[src/rtl/ring_lock_search.sv]
// ring_lock_search: loads NUM_RING rings of RING_LEN values serially, finds one
// rotation pin per ring that matches the key under the selected alignment mode,
// sums the aligned slots, sorts the sums with an odd-even transposition network
// and streams the sorted sums together with the pins.
// Optional build macro RING_LOCK_DESC_EN adds a sort_dir input (1 = descending).
//
// Interface: in_valid qualifies one input beat per cycle and is only looked at in
// IDLE and LOAD; there is no in_ready, so the source must hold off while busy=1.
// out_valid qualifies one output beat per cycle with no backpressure; out_err is
// meaningful only while out_valid is high.
module ring_lock_search #(
   parameter int NUM_RING = 3,
   parameter int RING_LEN = 8,
   parameter int DW       = 5,
   localparam int OUT_W   = DW + $clog2(NUM_RING),
   localparam int PW      = $clog2(RING_LEN)
) (
   input  logic             clk,
   input  logic             rst,
   input  logic             in_valid,
   input  logic [1:0]       mode,
   input  logic [DW-1:0]    in,
   input  logic [DW-1:0]    key,
`ifdef RING_LOCK_DESC_EN
   input  logic             sort_dir,
`endif
   output logic             busy,
   output logic             out_valid,
   output logic             out_err,
   output logic [PW-1:0]    circle,
   output logic [OUT_W-1:0] value
);

   localparam int RW = (NUM_RING > 1) ? $clog2(NUM_RING) : 1;
   localparam logic [PW-1:0] LAST_SLOT = PW'(RING_LEN - 1);
   localparam logic [RW-1:0] LAST_RING = RW'(NUM_RING - 1);
   localparam logic [PW-1:0] OFS_Q1    = PW'(RING_LEN / 4);
   localparam logic [PW-1:0] OFS_Q2    = PW'(RING_LEN / 2);
   localparam logic [PW-1:0] OFS_Q3    = PW'((3 * RING_LEN) / 4);

   typedef enum logic [2:0] {
      S_IDLE, S_LOAD, S_SEARCH, S_SUM, S_SORT, S_OUTPUT, S_ERR
   } state_t;

   state_t state, next_state;

   logic [DW-1:0]    ring_mem [NUM_RING][RING_LEN];
   logic [DW-1:0]    key_q;
   logic [1:0]       mode_q;
   logic             desc_q;
   logic [RW-1:0]    ld_ring, sr;
   logic [PW-1:0]    ld_slot, si, ph, out_k;
   logic [PW-1:0]    pins [NUM_RING];
   logic [OUT_W-1:0] sums [RING_LEN];
   logic [OUT_W-1:0] sum_comb [RING_LEN];
   logic [OUT_W-1:0] sort_next [RING_LEN];
   logic             match, ld_last;
   logic [PW-1:0]    nk;
   logic [OUT_W-1:0] val_n;
   logic [PW-1:0]    circ_n;

   assign ld_last = (ld_ring == LAST_RING) && (ld_slot == LAST_SLOT);

`ifdef RING_LOCK_DESC_EN
   // Direction is captured with the key so it stays fixed for the whole transaction
   always_ff @(posedge clk) begin
      if (rst) desc_q <= 1'b0;
      else if (state == S_IDLE && in_valid) desc_q <= sort_dir;
   end
`else
   assign desc_q = 1'b0;
`endif

   // Ring storage: written on accepted beats only, never cleared
   always_ff @(posedge clk) begin
      if (in_valid && (state == S_IDLE || state == S_LOAD))
         ring_mem[ld_ring][ld_slot] <= in;
   end

   // State register
   always_ff @(posedge clk) begin
      if (rst) state <= S_IDLE;
      else     state <= next_state;
   end

   // Next-state logic
   always_comb begin
      next_state = state;
      case (state)
         S_IDLE:   if (in_valid) next_state = S_LOAD;
         S_LOAD:   if (in_valid && ld_last) next_state = S_SEARCH;
         S_SEARCH: begin
            if (match) begin
               if (sr == LAST_RING) next_state = S_SUM;
            end else if (si == LAST_SLOT) begin
               next_state = S_ERR;
            end
         end
         S_SUM:    next_state = S_SORT;
         S_SORT:   if (ph == LAST_SLOT) next_state = S_OUTPUT;
         S_OUTPUT: if (out_k == LAST_SLOT) next_state = S_IDLE;
         S_ERR:    next_state = S_IDLE;
         default:  next_state = S_IDLE;
      endcase
   end

   // Candidate test for ring sr at index si; rings after ring 0 must also agree
   // with ring 0 (rotated by its pin) at every offset of the selected mode
   always_comb begin : match_calc
      logic [PW-1:0] a1, a2, a3, b1, b2, b3;
      a1 = si + OFS_Q1;
      a2 = si + OFS_Q2;
      a3 = si + OFS_Q3;
      b1 = pins[0] + OFS_Q1;
      b2 = pins[0] + OFS_Q2;
      b3 = pins[0] + OFS_Q3;
      match = (ring_mem[sr][si] == key_q);
      if (sr != '0) begin
         if (mode_q == 2'd1) begin
            match = match && (ring_mem[sr][a2] == ring_mem[0][b2]);
         end else if (mode_q[1]) begin
            match = match && (ring_mem[sr][a1] == ring_mem[0][b1])
                          && (ring_mem[sr][a2] == ring_mem[0][b2])
                          && (ring_mem[sr][a3] == ring_mem[0][b3]);
         end
      end
   end

   // Per-slot sum of all rings, each rotated by its pin
   always_comb begin : sum_calc
      logic [OUT_W-1:0] acc;
      logic [PW-1:0]    idx;
      acc = '0;
      idx = '0;
      for (int k = 0; k < RING_LEN; k++) begin
         acc = '0;
         for (int r = 0; r < NUM_RING; r++) begin
            idx = pins[r] + PW'(k);
            acc = acc + OUT_W'(ring_mem[r][idx]);
         end
         sum_comb[k] = acc;
      end
   end

   // One odd-even transposition phase; even phases pair (0,1),(2,3)..., odd (1,2)...
   always_comb begin : sort_calc
      logic [OUT_W-1:0] tmp;
      logic             swap;
      tmp  = '0;
      swap = 1'b0;
      for (int k = 0; k < RING_LEN; k++) sort_next[k] = sums[k];
      for (int j = 0; j < RING_LEN - 1; j++) begin
         if (j[0] == ph[0]) begin
            swap = desc_q ? (sort_next[j] < sort_next[j+1])
                          : (sort_next[j] > sort_next[j+1]);
            if (swap) begin
               tmp            = sort_next[j];
               sort_next[j]   = sort_next[j+1];
               sort_next[j+1] = tmp;
            end
         end
      end
   end

   // Datapath registers: load counters, search cursor, pins, sums, sort/output counters
   always_ff @(posedge clk) begin
      if (rst) begin
         ld_ring <= '0;
         ld_slot <= '0;
         sr      <= '0;
         si      <= '0;
         ph      <= '0;
         out_k   <= '0;
         key_q   <= '0;
         mode_q  <= '0;
         for (int r = 0; r < NUM_RING; r++) pins[r] <= '0;
         for (int k = 0; k < RING_LEN; k++) sums[k] <= '0;
      end else begin
         case (state)
            S_IDLE, S_LOAD: begin
               if (state == S_IDLE) begin
                  sr <= '0;
                  si <= '0;
               end
               if (in_valid) begin
                  if (state == S_IDLE) begin
                     key_q  <= key;
                     mode_q <= mode;
                  end
                  if (ld_slot == LAST_SLOT) begin
                     ld_slot <= '0;
                     ld_ring <= ld_last ? '0 : ld_ring + RW'(1);
                  end else begin
                     ld_slot <= ld_slot + PW'(1);
                  end
               end
            end
            S_SEARCH: begin
               if (match) begin
                  pins[sr] <= si;
                  si       <= '0;
                  sr       <= (sr == LAST_RING) ? '0 : sr + RW'(1);
               end else begin
                  si <= si + PW'(1);
               end
            end
            S_SUM: begin
               for (int k = 0; k < RING_LEN; k++) sums[k] <= sum_comb[k];
               ph <= '0;
            end
            S_SORT: begin
               for (int k = 0; k < RING_LEN; k++) sums[k] <= sort_next[k];
               ph    <= ph + PW'(1);
               out_k <= '0;
            end
            S_OUTPUT: out_k <= out_k + PW'(1);
            default: ;
         endcase
      end
   end

   // Beat about to be presented: index, sorted value and pin for that index
   always_comb begin
      nk     = (state == S_OUTPUT) ? out_k + PW'(1) : '0;
      val_n  = (state == S_SORT) ? sort_next[nk] : sums[nk];
      circ_n = '0;
      for (int r = 0; r < NUM_RING; r++)
         if (r == int'(nk)) circ_n = pins[r];
   end

   // Registered outputs, computed from the next state so they line up with it
   always_ff @(posedge clk) begin
      if (rst) begin
         busy      <= 1'b0;
         out_valid <= 1'b0;
         out_err   <= 1'b0;
         circle    <= '0;
         value     <= '0;
      end else begin
         busy      <= (next_state != S_IDLE);
         out_valid <= 1'b0;
         out_err   <= 1'b0;
         circle    <= '0;
         value     <= '0;
         if (next_state == S_OUTPUT) begin
            out_valid <= 1'b1;
            value     <= val_n;
            circle    <= circ_n;
         end else if (next_state == S_ERR) begin
            out_valid <= 1'b1;
            out_err   <= 1'b1;
         end
      end
   end

endmodule

[config.mk]
export PLATFORM = sky130hd
export DESIGN_NAME = ring_lock_search
export DESIGN_NICKNAME = d
export VERILOG_FILES = /design/src/rtl/ring_lock_search.sv
export SDC_FILE = /design/constraint.sdc
export NUM_CORES = 1
export LEC_CHECK = 0
export CAP_MARGIN = 20
export CORE_MARGIN = 3
export CORE_UTILIZATION = 45
export CTS_BUF_LIST = sky130_fd_sc_hd__clkbuf_4
export DETAILED_ROUTE_END_ITERATION = 10
export PLACE_DENSITY = 0.56
export SYNTH_ARGS = -nofsm -noshare
export SYNTH_HDL_FRONTEND = slang
export SYNTH_SLANG_ARGS = --single-unit
[constraint.sdc]
create_clock -name clk -period 16.38 [get_ports clk]
set_input_delay 3.276 -clock clk [delete_from_list [all_inputs] [get_ports clk]]
set_output_delay 3.276 -clock clk [all_outputs]
set_load 0.02 [all_outputs]
Yosys cells after proc, flatten, opt, wreduce, memory -nomap -nowiden

Memory sizes are Yosys's and may differ from the RTL's. A register that Yosys moved wholly into a read port is not among the register bits.
Index checks and enable logic that the tools add are counted.

Register bits after elaboration: 39
Bits in latches: 0
Memory bits (writable): 185
Bits in read-only memories: 0
Input port bits: 15
Output and inout port bits: 13
Word-level logic and storage cells: 362
Memories: 3

Add/subtract/negate cells: 46
Multiply operators: 0
Divide/modulo/power cells: 0
$lt $le $gt $ge: 38
Equality and inequality tests: 22
Shifts and indexed selects: 0
Muxes and demuxes: 167
Bitwise operators: 47
Reduce and logical (&&, ||, !) cells: 25

Memories:

| name     | depth | bits a word | read ports | clocked after memory_dff | write ports | line | source |
|---|---|---|---|---|---|---|---|
| ring_mem | 3     | 40          | 4          | 1                        | 1           | 47   | `logic [DW-1:0] ring_mem [NUM_RING][RING_LEN];` |
| sums     | 8     | 7           | 9          | 0                        | 8           | 54   | `logic [OUT_W-1:0] sums [RING_LEN];` |
| pins     | 3     | 3           | 3          | 0                        | 3           | 53   | `logic [PW-1:0] pins [NUM_RING];` |

Operator list:

| operator              | number |
|---|---|
| $bmux W5 S3           | 28 |
| $mux W5               | 57 |
| $mux W14              | 14 |
| $mux W7               | 19 |
| $ge A4 B4 Y1 const B  | 30 |
| $not A3 Y4            | 30 |
| $add A6 B5 Y7         | 8 |
| $gt A7 B7 Y1          | 7 |
| $add A5 B5 Y6         | 8 |
| $mux W3               | 15 |
| $add A3 B3 Y3 const B | 14 |
| $mux W40              | 1 |
| $eq A3 B3 Y1 const B  | 8 |
| $add A3 B1 Y3 const B | 7 |
| $add A3 B2 Y3 const B | 7 |
| $bmux W7 S3           | 1 |
| $eq A5 B5 Y1          | 4 |
| $mux W1               | 19 |
| $pmux W3 S2           | 3 |
| $pmux W3 S6           | 1 |
| $or A1 B1 Y1          | 16 |
| $demux W5 S3          | 1 |
| $mux W2               | 7 |
| $reduce_and A3 Y1     | 3 |
| other kinds (19)      | 37 |

Depth between registers and ports, before layout

Gate-level depths: netlist (run 1).
An unclocked memory read counts as a cell.

Depth in word-level cells: 26
Depth in mapped cells: 74
Depth with buffers taken out: 67

Worst setup path before layout (run 1)

Ideal clock, no wire load.

Kind: flip-flop to flip-flop
From: mem sums[0][1] (netlist name)
To: mem sums[6][0] (netlist name) (data pin)
Setup time: 0.256 ns
Arrival: 13.749 ns
Data required time: 16.124 ns
Path slack: 2.375 ns
Stages on the path, launching flop included: 70
Path buffers: 7
Clock period less this slack: 14.005 ns
Cell sequence: edfxtp_1 -> ha_1 -> nor2b_1 -> o21a_1 -> o21ai_0 -> a31o_2 -> a41oi_1 -> clkbuf_1 -> mux2_2 -> ha_1 -> nor2b_1 -> o21a_1 -> o21ai_0 -> nand2_1 -> o21ai_0 -> a41oi_1 -> clkbuf_1 -> mux2_2 -> [... 34 more ...] -> o21a_1 -> o21a_1 -> o21a_1 -> o211a_1 -> clkbuf_1 -> buf_1 -> mux2i_1 -> ha_1 -> a21oi_1 -> nor2b_1 -> o21ai_0 -> o21ai_0 -> nor2_1 -> nor2_1 -> o21ai_1 -> clkbuf_1 -> a21oi_1 -> a31o_2

RTL lines:

| what            | line |
|---|---|
| start, declared | 54 |

==> insert_results.sql, run 1 <==
INSERT INTO impl_metrics (metric_group, metric, value, unit) VALUES
('logic_synthesis', 'dominant_combinational_cell_family_by_area_after_synthesis', 'multiplexers', ''),
('critical_path', 'critical-path-top-cell-by-count', 'sky130_fd_sc_hd__o21a_1', ''),
('floorplan', 'design.core.area', '0.04461', 'sq mm'),
('placement', 'dp.final_hpwl', '55.62', 'mm'),
('placement', 'gp_congestion', '0.9494', ''),
('clock_tree', 'clkLatencyLatePin', '0.82', 'ns'),
('logic_synthesis', 'async_reset_ff_frac', '0', ''),
('logic_synthesis', 'netlist_instances', '1709', ''),
('placement', 'place_area', '0.02135', 'sq mm'),
('floorplan', 'chipHeight', '219.4', 'um'),
('critical_path', 'crit_slowest_cell', 'sky130_fd_sc_hd__a211oi_2', ''),
('routing', 'detailroute.via_count', '15251', ''),
('finish', 'design.final.nets', '1907', ''),
('logic_synthesis', 'compound_cell_area_share_of_the_yosys_netlist', '0.09633', ''),
('logic_synthesis', 'ys.warnings.count', '0', ''),
('clock_tree', 'clock_tree_from_tritoncts', 'done', ''),
('sta', 'hold_viol_final', '0', ''),
('routing', 'ant_nets', '0', ''),
('logic_synthesis', 'synth_xor_xnor_area_share', '0.02309', ''),
('floorplan', 'rows', '77', ''),
('finish', 'final_layout_size_suffix_gt1_frac', '0.2013', ''),
('finish', 'area_delta_synth_final', '9.114', '%'),
('sta', 'worst-slew-pin-transition', '1.193', 'ns'),
('routing', 'drt_drc_violations_left', '0', ''),
('logic_synthesis', 'syn_avg_cell_area', '11.99', 'sq um'),
('clock_tree', 'postCtsResizedCells', '0', ''),
('placement', 'portBuffers', '27', ''),
('sta', 'fin_tns_setup', '0', 'ns'),
('critical_path', 'crit_arrival', '15.40', 'ns'),
('floorplan', 'die-width', '219.4', 'um'),
('global_route', 'grt_pass1_vias', '14753', ''),
('sta', 'max_slew_margin', '0.2002', ''),
('critical_path', 'crit_path_max_fanout', '23', ''),
('logic_synthesis', 'synth-simple-area-share', '0.07251', ''),
('sta', 'crit_share_post_route', '0.9080', ''),
('sta', 'drv_slew', '0', ''),
('critical_path', 'worst_ep_required_time', '16.91', 'ns'),
('critical_path', 'crit_path_start_kind', 'flop', ''),
('routing', 'drt_wl_total', '70.69', 'mm'),
('logic_synthesis', 'synth_edf_count', '225', ''),
('power', 'cellLeakagePower', '8.595', 'nW'),
('sta', 'final_setup_violation_count', '0', ''),
('sta', 'fmax', '67.24', 'MHz'),
('status', 'outcome', 'finished clean', ''),
('floorplan', 'io_pins', '28', ''),
('critical_path', 'delay_of_the_slowest_cell_on_the_worst_path', '0.91', 'ns'),
('global_route', 'globalRoute.totalOverflow', '0', ''),
('clock_tree', 'tritoncts.num_buffers', '74', ''),
('routing', 'drtPass1Iterations', '7', ''),
('logic_synthesis', 'synth_seq_area_share', '0.3699', ''),
('logic_synthesis', 'synth_seq_cells', '266', ''),
('logic_synthesis', 'post_synth_mux_area_share', '0.2878', ''),
('finish', 'count_of_filler_cells_inserted_in_the_layout', '4043', ''),
('floorplan', 'initial_standard_cell_utilization_of_the_core', '0.4592', ''),
('logic_synthesis', 'share_of_synthesized_cell_area_in_full_adder_half_adder_and_majority_cells', '0.1049', ''),
('sta', 'clock-skew-final', '0.04308', 'ns'),
('critical_path', 'path_class', 'flop to flop', ''),
('clock_tree', 'hold_buffers', '0', ''),
('clock_tree', 'post-cts-setup-buffer-count', '0', ''),
('critical_path', 'critical_path.endpoint_type', 'flop', ''),
('routing', 'routed_via_density', '6.352', ''),
('global_route', 'antenna_found_initial', '1', ''),
('clock_tree', 'clk_pin_slew_worst_paths', '0.07', 'ns'),
('run', 'maxCapViolCount', '0', ''),
('sta', 'unrepaired_setup_endpoints_after_global_routing', 'false', ''),
('routing', 'drt_first_iter_violations', '1500', ''),
('logic_synthesis', 'synth_fp_nets', '1867', ''),
('logic_synthesis', 'synth.distinct_cells', '67', ''),
('global_route', 'grt_first_pass_wirelength', '102.7', 'mm'),
('finish', 'final_cell_area', '0.02235', 'sq mm'),
('global_route', 'gr-usage-all-layers', '0.2989', '');
## final cells by class
class,instances,area [sq um],area share
tap,592,740.7,0.03314
timing repair buffer,61,560.5,0.02508
sequential,266,7579,0.3391
inverter,141,529.3,0.02368
antenna,1,2.502,0.0001120
multi-input combinational,1205,11990,0.5366
clock buffer,101,758.2,0.03392
clock inverter,34,187.7,0.008397
## Yosys cell counts, drive strengths merged (9+ instances only)
| cell type | number | area share |
|---|---|---|
| fa | 48 | 0.047 |
| o21a | 25 | 0.0092 |
| nand4 | 9 | 0.0027 |
| a221oi | 12 | 0.0051 |
| o21ai | 68 | 0.017 |
| nand2 | 115 | 0.021 |
| nand3 | 17 | 0.0042 |
| nor3 | 18 | 0.0044 |
| clkbuf | 66 | 0.012 |
| a21o | 23 | 0.0084 |
| nand2b | 14 | 0.0043 |
| buf | 31 | 0.0075 |
| dfxtp | 41 | 0.040 |
| mux2 | 25 | 0.014 |
| mux2i | 176 | 0.086 |
| nor2b | 14 | 0.0043 |
| xor2 | 29 | 0.012 |
| a21oi | 82 | 0.020 |
| ha | 95 | 0.058 |
| inv | 139 | 0.025 |
| o22ai | 29 | 0.0089 |
| o32ai | 10 | 0.0043 |
| mux4 | 171 | 0.19 |
| edfxtp | 225 | 0.33 |
| xnor2 | 25 | 0.011 |
| nor2 | 120 | 0.022 |
## power breakdown
group / leakage, nW / internal (W) / switching [W]
registers: 2.44 / 0.000754 / 0.0000212
clock network: 0.559 / 0.000308 / 0.000299
logic: 5.60 / 0.000242 / 0.000368
total: 8.60 / 0.00130 / 0.000689
## flip-flops by register name, indices dropped and copies added, names as in the netlist, 3 cells and up, named ones only
name	count
pins	9
ld_slot	3
si	3
sums	56
value	7
state	3
ph	3
out_k	3
circle	3
ring_mem	160
key_q	5
## path summary, 6_finish.rpt
check / start / endpoint / slack [ns] / depth (start not counted)
worst max register to register: sums[0][1]$_DFFE_PP_ / sums[7][3]$_DFFE_PP_ / 1.51 / 67
worst max-delay path: sums[0][1]$_DFFE_PP_ / sums[7][3]$_DFFE_PP_ / 1.51 / 67
worst min register to register: out_k[2]$_SDFFE_PP0P_ / out_k[2]$_SDFFE_PP0P_ / 0.46 / 2
worst min-delay path: out_k[2]$_SDFFE_PP0P_ / out_k[2]$_SDFFE_PP0P_ / 0.46 / 2
## cell usage in the layout (no fill, tap or decap), types with 26 or more instances in the layout
cell type / netlist / routed
sky130_fd_sc_hd__dfxtp_1: 41 / 40
sky130_fd_sc_hd__edfxtp_1: 225 / 225
sky130_fd_sc_hd__o22ai_1: 29 / 29
sky130_fd_sc_hd__nand2_1: 114 / 114
sky130_fd_sc_hd__xor2_1: 29 / 29
sky130_fd_sc_hd__ha_1: 95 / 95
sky130_fd_sc_hd__clkbuf_4: 0 / 101
sky130_fd_sc_hd__a21oi_1: 82 / 82
sky130_fd_sc_hd__mux2i_1: 176 / 176
sky130_fd_sc_hd__buf_4: 1 / 32
sky130_fd_sc_hd__clkdlybuf4s50_1: 0 / 26
sky130_fd_sc_hd__o21ai_0: 66 / 66
sky130_fd_sc_hd__mux4_2: 171 / 171
sky130_fd_sc_hd__nor2_1: 120 / 119
sky130_fd_sc_hd__fa_1: 48 / 48
sky130_fd_sc_hd__inv_1: 137 / 137
## layer usage
layer / share of wire / global-route usage / wire (um)
met1: 0.40 / 0.3920 / 28060
met2: 0.48 / 0.4803 / 33580
met3: 0.073 / 0.05151 / 5158
met4: 0.055 / 0.1508 / 3891
met5: 0 / 0 / 0
## worst max-delay path: cells and delay by family (launching register included)
| family | cells | cell delay (ns) |
|---|---|---|
| muxes | 5 | 1.56 |
| buffers and inverters | 4 | 1.02 |
| adders and majority gates | 7 | 2.04 |
| and+or+nand+nor | 13 | 1.47 |
| DFF | 1 | 0.46 |
| AOI/OAI and AO/OA | 38 | 8.01 |
## through the flow
| step | power [W] | setup slack (ns) | hold WS [ns] | util | cells |
|---|---|---|---|---|---|
| detailed placement | 0.001385 | 1.826 | 0.4584 | 0.4786 | 2263 |
| CTS | 0.001998 | 1.671 | 0.4683 | 0.4998 | 2398 |
| floorplan | 0.001169 | 2.375 | 0.4406 | - | 1709 |
| global placement | 0.001381 | 2.158 | 0.4515 | 0.4786 | 2263 |
| global route | 0.002101 | 0.4015 | 0.5037 | 0.5011 | 2401 |
| finish | 0.001991 | 1.507 | 0.4647 | 0.5011 | 2401 |
## logic make-up after synthesis
logic type | after synthesis
compound gates | 306
xor+xnor | 54
fa+ha+maj | 143
buf+inv | 238
flops | 266
mux | 372
simple gates | 330
No activity file was read; power rests on OpenSTA's default activity.
==> inputs of run 2 (changes only) <==
--- a/config.mk
+++ b/config.mk
@@ -6,6 +6,7 @@
 export NUM_CORES = 1
 export LEC_CHECK = 0
 export CAP_MARGIN = 20
+export CORE_ASPECT_RATIO = 1.75
 export CORE_MARGIN = 3
 export CORE_UTILIZATION = 45
 export CTS_BUF_LIST = sky130_fd_sc_hd__clkbuf_4
==> run 2 against run 1 <==
Non-clock buffer count grew 1. Sequential share of layout area rose by 0.12 points. Cell count is 1.3% lower. Clock skew increased by 0.020 ns. Die area rose by 0.21%. Critical path depth up 1. Global-route usage up 2.1 points. Combinational power fell by 1%. Flip-flop and latch count did not move. Worst hold slack better by 0.0034 ns. Maximum frequency up 2.4%. Largest cell class unchanged.
==> insert_results.sql, run 2 (synthesis results as in run 1) <==
INSERT INTO impl_metrics (metric_group, metric, value, unit) VALUES
('status', 'outcome', 'finished clean', ''),
('clock_tree', 'post-cts-setup-buffer-count', '0', ''),
('clock_tree', 'hold_buffers', '0', ''),
('placement', 'gp_congestion', '0.9964', ''),
('sta', 'worst-slew-pin-transition', '1.145', 'ns'),
('critical_path', 'crit_arrival', '15.10', 'ns'),
('placement', 'dp.final_hpwl', '62.96', 'mm'),
('sta', 'final_setup_violation_count', '0', ''),
('global_route', 'antenna_found_initial', '2', ''),
('routing', 'highest_layer', 'met5', ''),
('clock_tree', 'postCtsResizedCells', '0', ''),
('clock_tree', 'cts_buffer_depth', '3', ''),
('floorplan', 'die-width', '167.3', 'um'),
('critical_path', 'ff2ff_setup_slack', '1.86', 'ns'),
('run', 'maxCapViolCount', '0', ''),
('clock_tree', 'clock_tree_from_tritoncts', 'done', ''),
('routing', 'met3WireLength', '3.742', 'mm'),
('finish', 'max_flop_register', 'ring_mem', ''),
('power', 'p_per_area', '87.59', 'mW/mm^2'),
('routing', 'drt_drc_violations_left', '0', ''),
('floorplan', 'initial_standard_cell_utilization_of_the_core', '0.4586', ''),
('global_route', 'globalRoute.totalOverflow', '0', ''),
('critical_path', 'worst_ep_required_time', '16.96', 'ns'),
('sta', 'unrepaired_setup_endpoints_after_global_routing', 'false', ''),
('sta', 'fmax', '68.86', 'MHz'),
('global_route', 'grt_pass1_vias', '15623', ''),
('finish', 'area_delta_synth_final', '8.729', '%'),
('finish', 'flip_flop_count_of_the_largest_register_all_copies_and_words_added', '160', ''),
('clock_tree', 'tritoncts.num_buffers', '68', ''),
('sta', 'fin_tns_setup', '0', 'ns'),
('clock_tree', 'clock_sink_count', '266', ''),
('global_route', 'gr-usage-all-layers', '0.3201', ''),
('floorplan', 'rows', '102', ''),
('power', 'ir_drop', '0.06138', 'mV'),
('critical_path', 'crit_path_max_fanout', '23', ''),
('critical_path', 'delay_of_the_slowest_cell_on_the_worst_path', '0.71', 'ns'),
('routing', 'drtPass1Iterations', '6', ''),
('floorplan', 'chipHeight', '288.2', 'um'),
('routing', 'ant_nets', '0', ''),
('critical_path', 'crit_slowest_cell', 'sky130_fd_sc_hd__a41oi_1', ''),
('sta', 'max_slew_margin', '0.2340', ''),
('sta', 'hold_viol_final', '0', ''),
('finish', 'design.final.nets', '1902', ''),
('sta', 'clock-skew-final', '0.06357', 'ns'),
('clock_tree', 'cts_max_level', '3', ''),
('finish', 'layout.cells.most_common', 'sky130_fd_sc_hd__edfxtp_1', ''),
('routing', 'routedLengthMet1', '23.61', 'mm'),
('routing', 'dr_wl_met2', '40.70', 'mm'),
('finish', 'layout_top_registers', 'ring_mem (160), sums (56), pins (9)', ''),
('sta', 'crit_share_post_route', '0.8865', ''),
('clock_tree', 'clkLatencyLatePin', '0.78', 'ns'),
('clock_tree', 'clockRootBuffer', 'sky130_fd_sc_hd__clkbuf_4', ''),
('sta', 'drv_slew', '0', ''),
('routing', 'drt_wl_total', '77.29', 'mm'),
('critical_path', 'path_class', 'flop to flop', ''),
('finish', 'most_frequent_cells_in_the_layout', 'sky130_fd_sc_hd__edfxtp_1 (225), sky130_fd_sc_hd__mux2i_1 (176), sky130_fd_sc_hd__mux4_2 (171)', ''),
('critical_path', 'crit_path_start_kind', 'flop', ''),
('sta', 'post-route-min-period', '14.52', 'ns'),
('global_route', 'grt_first_pass_wirelength', '109.6', 'mm'),
('finish', 'final_layout_size_suffix_gt1_frac', '0.1988', ''),
('critical_path', 'critical-path-top-cell-by-count', 'sky130_fd_sc_hd__o21a_1', ''),
('critical_path', 'critical_path.endpoint_type', 'flop', ''),
('floorplan', 'design.core.area', '0.04467', 'sq mm'),
('finish', 'final_core_util', '0.4986', ''),
('routing', 'detailroute.via_count', '15308', ''),
('global_route', 'pin_count_of_the_biggest_net_entering_global_routing', '51', ''),
('power', 'cellLeakagePower', '8.558', 'nW'),
('placement', 'portBuffers', '27', ''),
('routing', 'routed_via_density', '6.462', ''),
('floorplan', 'design.die.area', '0.04822', 'sq mm'),
('routing', 'drt_first_iter_violations', '1252', ''),
('floorplan', 'io_pins', '28', ''),
('min_path', 'hold_class', 'flop to flop', ''),
('clock_tree', 'clk_pin_slew_worst_paths', '0.07', 'ns'),
('routing', 'route.detailed.wl_per_inst', '32.62', 'um');
==> run 2: cell count changes in the layout (fill, tap and decap cells not counted), sizes merged <==
cell,before,now
clkbuf,101,94
clkinvlp,1,3
inv,141,143
clkinv,32,23
==> run 2: layer usage <==
| layer | GRT usage | vias up |
|---|---|---|
| li1 | - | 6648 |
| met1 | 0.3054 | 7695 |
| met3 | 0.04629 | 281 |
| met2 | 0.5781 | 682 |
| met5 | 0 | - |
| met4 | 0.3064 | 2 |
==> run 2: where the power goes <==
| part | switching [W] | internal, W |
|---|---|---|
| clock | 0.000292 | 0.000283 |
| sequential | 0.0000207 | 0.000753 |
| combinational | 0.000363 | 0.000239 |
| total | 0.000675 | 0.00128 |
==> run 2: worst max-delay path: cells and delay by family (launching register included) <==
family,cells,cell delay [ns]
compound gates,37,7.37
fa+ha+maj,7,2.02
simple gates,14,1.63
mux,5,1.57
buf+inv,5,1.23
flops,1,0.47
==> run 2: area by class of cell <==
type | count | area [sq um]
Antenna cell | 1 | 2.502
Clock buffer | 93 | 698.2
Clock inverter | 29 | 157.7
Fill cell | 4032 | 22400
Inverter | 141 | 529.3
Multi-Input combinational cell | 1205 | 11990
Sequential cell | 266 | 7579
Tap cell | 572 | 715.7
Timing Repair Buffer | 62 | 596.8
==> run 2: worst paths after layout <==
path	cells after the start	to	start
max	68	sums[7][2]$_DFFE_PP_	sums[0][4]$_DFFE_PP_
min	2	out_k[2]$_SDFFE_PP0P_	out_k[2]$_SDFFE_PP0P_
max reg2reg	68	sums[7][2]$_DFFE_PP_	sums[0][4]$_DFFE_PP_
min reg2reg	2	out_k[2]$_SDFFE_PP0P_	out_k[2]$_SDFFE_PP0P_
==> run 2: stage by stage <==
step                      hold slack [ns]  cells  worst slack [ns]  area (sq um)  total power (W)
after floorplan                    0.4406   1709             2.375         20480         0.001169
after global placement             0.4517   2241             2.393         21310         0.001382
after detailed placement           0.4549   2244             2.068         21360         0.001387
after CTS                          0.4640   2366             2.002         22220         0.001968
after global routing               0.4854   2369            0.6968         22270         0.002057
final                              0.4681   2369             1.859         22270         0.001951
==> inputs of run 3 (changes only) <==
--- a/config.mk
+++ b/config.mk
@@ -6,12 +6,14 @@
 export NUM_CORES = 1
 export LEC_CHECK = 0
 export CAP_MARGIN = 20
+export CELL_PAD_IN_SITES_DETAIL_PLACEMENT = 1
+export CELL_PAD_IN_SITES_GLOBAL_PLACEMENT = 2
 export CORE_ASPECT_RATIO = 1.75
 export CORE_MARGIN = 3
 export CORE_UTILIZATION = 45
 export CTS_BUF_LIST = sky130_fd_sc_hd__clkbuf_4
 export DETAILED_ROUTE_END_ITERATION = 10
-export PLACE_DENSITY = 0.56
+export PLACE_DENSITY = 0.77
 export SYNTH_ARGS = -nofsm -noshare
 export SYNTH_HDL_FRONTEND = slang
 export SYNTH_SLANG_ARGS = --single-unit
==> run 3 against run 2 <==
Worst hold slack improved by 0.0060 ns. Clock power rose by 4.3%. Critical endpoint unchanged. Sequential power barely moved. Combinational power barely moved. Setup slack got worse by 0.26 ns. Sequential share of layout area fell by 0.17 points. Highest routed layer unchanged.
==> insert_results.sql, run 3 (synthesis results as in run 1) <==
INSERT INTO impl_metrics (metric_group, metric, value, unit) VALUES
('status', 'outcome', 'finished clean', ''),
('clock_tree', 'tritoncts.num_buffers', '68', ''),
('critical_path', 'timing.rr.end', 'sums[7][2]$_DFFE_PP_', ''),
('placement', 'place_area', '0.02133', 'sq mm'),
('clock_tree', 'clock_tree_from_tritoncts', 'done', ''),
('critical_path', 'crit_arrival', '15.35', 'ns'),
('critical_path', 'worst_ep_required_time', '16.95', 'ns'),
('power', 'ir_drop', '0.06773', 'mV'),
('sta', 'fin_tns_setup', '0', 'ns'),
('finish', 'count_of_filler_cells_inserted_in_the_layout', '4703', ''),
('clock_tree', 'cts_max_level', '3', ''),
('critical_path', 'crit_path_max_fanout', '19', ''),
('finish', 'layout_top_registers', 'ring_mem (160), sums (56), pins (9)', ''),
('floorplan', 'rows', '102', ''),
('sta', 'clock-skew-final', '0.06713', 'ns'),
('finish', 'final_cell_area', '0.02239', 'sq mm'),
('clock_tree', 'clk_pin_slew_worst_paths', '0.07', 'ns'),
('routing', 'drtPass1Iterations', '5', ''),
('critical_path', 'path_class', 'flop to flop', ''),
('finish', 'flip_flop_count_of_the_largest_register_all_copies_and_words_added', '160', ''),
('min_path', 'hold_class', 'flop to flop', ''),
('critical_path', 'cp_top_family', 'compound AO/OA/AOI/OAI gates', ''),
('sta', 'crit_share_post_route', '0.9025', ''),
('sta', 'fmax', '67.65', 'MHz'),
('critical_path', 'critical_path_buf_inv_count', '5', ''),
('power', 'swShare', '0.3438', ''),
('placement', 'portBuffers', '27', ''),
('sta', 'worst-slew-pin-transition', '1.257', 'ns'),
('run', 'maxCapViolCount', '0', ''),
('clock_tree', 'postCtsResizedCells', '0', ''),
('power', 'internal_power', '0.001298', 'W'),
('floorplan', 'chipHeight', '288.2', 'um'),
('global_route', 'gr-usage-all-layers', '0.3356', ''),
('finish', 'area_delta_synth_final', '9.291', '%'),
('clock_tree', 'hold_buffers', '0', ''),
('floorplan', 'io_pins', '28', ''),
('placement', 'gp_congestion', '1.000', ''),
('critical_path', 'timing.critical_path.to', 'sums[7][2]$_DFFE_PP_', ''),
('critical_path', 'launch_instance_of_the_worst_register_to_register_path', 'sums[0][1]$_DFFE_PP_', ''),
('critical_path', 'crit_path_start_kind', 'flop', ''),
('routing', 'drt_drc_violations_left', '0', ''),
('finish', 'layout.cells.most_common', 'sky130_fd_sc_hd__edfxtp_1', ''),
('floorplan', 'die-width', '167.3', 'um'),
('routing', 'detailroute.via_count', '15532', ''),
('finish', 'design.final.nets', '1907', ''),
('global_route', 'grt_pass1_vias', '16458', ''),
('routing', 'drt_wl_total', '81.34', 'mm'),
('routing', 'drt_first_iter_violations', '1081', ''),
('critical_path', 'critical_path.endpoint_type', 'flop', ''),
('power', 'power.total', '0.001978', 'W'),
('finish', 'most_frequent_cells_in_the_layout', 'sky130_fd_sc_hd__edfxtp_1 (225), sky130_fd_sc_hd__mux2i_1 (176), sky130_fd_sc_hd__mux4_2 (171)', ''),
('sta', 'max_slew_margin', '0.1557', ''),
('sta', 'final_setup_violation_count', '0', ''),
('floorplan', 'design.die.area', '0.04822', 'sq mm'),
('critical_path', 'critical_path.startpoint', 'sums[0][1]$_DFFE_PP_', ''),
('sta', 'unrepaired_setup_endpoints_after_global_routing', 'false', ''),
('sta', 'hold_viol_final', '0', ''),
('floorplan', 'design.core.area', '0.04467', 'sq mm'),
('global_route', 'pin_count_of_the_biggest_net_entering_global_routing', '51', ''),
('routing', 'routed_via_density', '6.537', ''),
('global_route', 'antenna_found_initial', '3', ''),
('clock_tree', 'clkLatencyLatePin', '0.80', 'ns'),
('critical_path', 'critical-path-top-cell-by-count', 'sky130_fd_sc_hd__o21a_1', ''),
('placement', 'dp.final_hpwl', '65.35', 'mm'),
('critical_path', 'ff2ff_setup_slack', '1.60', 'ns'),
('clock_tree', 'post-cts-setup-buffer-count', '0', ''),
('global_route', 'globalRoute.totalOverflow', '0', ''),
('power', 'share_comb_of_total_power', '0.304', ''),
('critical_path', 'reg2regPathDepth', '67', ''),
('power', 'seqPwrFrac', '0.393', ''),
('finish', 'final_layout_size_suffix_gt1_frac', '0.2011', ''),
('sta', 'drv_slew', '0', ''),
('clock_tree', 'clockRootBuffer', 'sky130_fd_sc_hd__clkbuf_4', ''),
('clock_tree', 'cts_buffer_depth', '3', ''),
('finish', 'max_flop_register', 'ring_mem', ''),
('sta', 'post-route-min-period', '14.78', 'ns'),
('power', 'power.clock.fraction', '0.303', ''),
('global_route', 'grt_first_pass_wirelength', '115.8', 'mm'),
('routing', 'ant_nets', '0', ''),
('power', 'power.net_switching', '0.0006799', 'W'),
('power', 'cellLeakagePower', '8.609', 'nW'),
('floorplan', 'initial_standard_cell_utilization_of_the_core', '0.4586', ''),
('critical_path', 'crit_slowest_cell', 'sky130_fd_sc_hd__a41oi_1', ''),
('power', 'p_per_area', '88.35', 'mW/mm^2'),
('critical_path', 'cp_num_cells', '67', ''),
('routing', 'route.detailed.wl_per_inst', '34.23', 'um'),
('critical_path', 'delay_of_the_slowest_cell_on_the_worst_path', '0.68', 'ns'),
('clock_tree', 'clock_sink_count', '266', '');
[run 3: cell count changes in the layout (fill, tap and decap cells not counted)]
| cell | change |
|---|---|
| sky130_fd_sc_hd__clkinvlp_4 | -1 |
| sky130_fd_sc_hd__buf_8 | -1 |
| sky130_fd_sc_hd__inv_2 | -4 |
| sky130_fd_sc_hd__clkinv_4 | +2 |
| sky130_fd_sc_hd__clkbuf_16 | -1 |
| sky130_fd_sc_hd__diode_2 | +3 |
| sky130_fd_sc_hd__buf_6 | +1 |
| sky130_fd_sc_hd__buf_16 | +3 |
| sky130_fd_sc_hd__clkinv_1 | -1 |
| sky130_fd_sc_hd__clkinv_2 | +2 |
| sky130_fd_sc_hd__bufinv_16 | +1 |
| sky130_fd_sc_hd__buf_4 | +3 |
[run 3: worst min-delay path by stage]
stage                     startpoint               endpoint  slack, ns  depth (start not counted)
6_report       out_k[2]$_SDFFE_PP0P_  out_k[2]$_SDFFE_PP0P_       0.47                          2
3_3_place_gp   out_k[2]$_SDFFE_PP0P_  out_k[2]$_SDFFE_PP0P_       0.45                          2
4_1_cts        out_k[2]$_SDFFE_PP0P_  out_k[2]$_SDFFE_PP0P_       0.47                          2
2_1_floorplan  out_k[2]$_SDFFE_PP0P_  out_k[2]$_SDFFE_PP0P_       0.44                          2
3_5_place_dp   out_k[2]$_SDFFE_PP0P_  out_k[2]$_SDFFE_PP0P_       0.46                          2
5_1_grt           ph[1]$_SDFFE_PP0P_     ph[1]$_SDFFE_PP0P_       0.53                          1
[run 3: stage by stage]
stage	setup WS [ns]	util	std cells	hold WS, ns
final	1.598	0.5012	2376	0.4740
after global routing	0.6077	0.5011	2375	0.5275
after CTS	1.401	0.4973	2364	0.4686
after detailed placement	1.508	0.4774	2243	0.4570
after global placement	1.931	0.4770	2241	0.4525
after floorplan	2.375	-	1709	0.4406
[run 3: layout make-up]
class | instances | area, sq um | share of cell area
repair buffers | 67 | 673.1 | 0.03007
flip-flops and latches | 266 | 7579 | 0.3385
clock inverters | 28 | 188.9 | 0.008440
diodes | 4 | 10.01 | 0.0004471
clock buffers | 93 | 698.2 | 0.03119
multi-input cells | 1205 | 11990 | 0.5357
well taps | 572 | 715.7 | 0.03197
inverters | 141 | 529.3 | 0.02364
[run 3: metal layers]
| layer | track usage | up-vias | wire length (um) |
|---|---|---|---|
| met5 | 0 | - | 17 |
| met3 | 0.04670 | 293 | 3895 |
| met4 | 0.3337 | 2 | 9842 |
| met2 | 0.6022 | 709 | 42470 |
| li1 | - | 6647 | - |
| met1 | 0.3195 | 7881 | 25110 |
[run 3: worst register-to-register path, delay by kind of cell (launching register included)]
family / cells / cell delay, ns
simple gates: 12 / 1.42
fa+ha+maj: 7 / 2.05
mux: 5 / 1.56
buf+inv: 5 / 1.27
flops: 1 / 0.44
compound gates: 38 / 7.83
[run 3: power groups by stage]
| stage | Clock [W] | Sequential [W] | Combinational [W] |
|---|---|---|---|
| floorplan | 0 | 0.000778 | 0.000391 |
| finish | 0.000600 | 0.000776 | 0.000601 |
| global placement | 0 | 0.000790 | 0.000581 |
| global route | 0.000645 | 0.000777 | 0.000659 |
| CTS | 0.000614 | 0.000776 | 0.000595 |
| detailed placement | 0 | 0.000791 | 0.000591 |
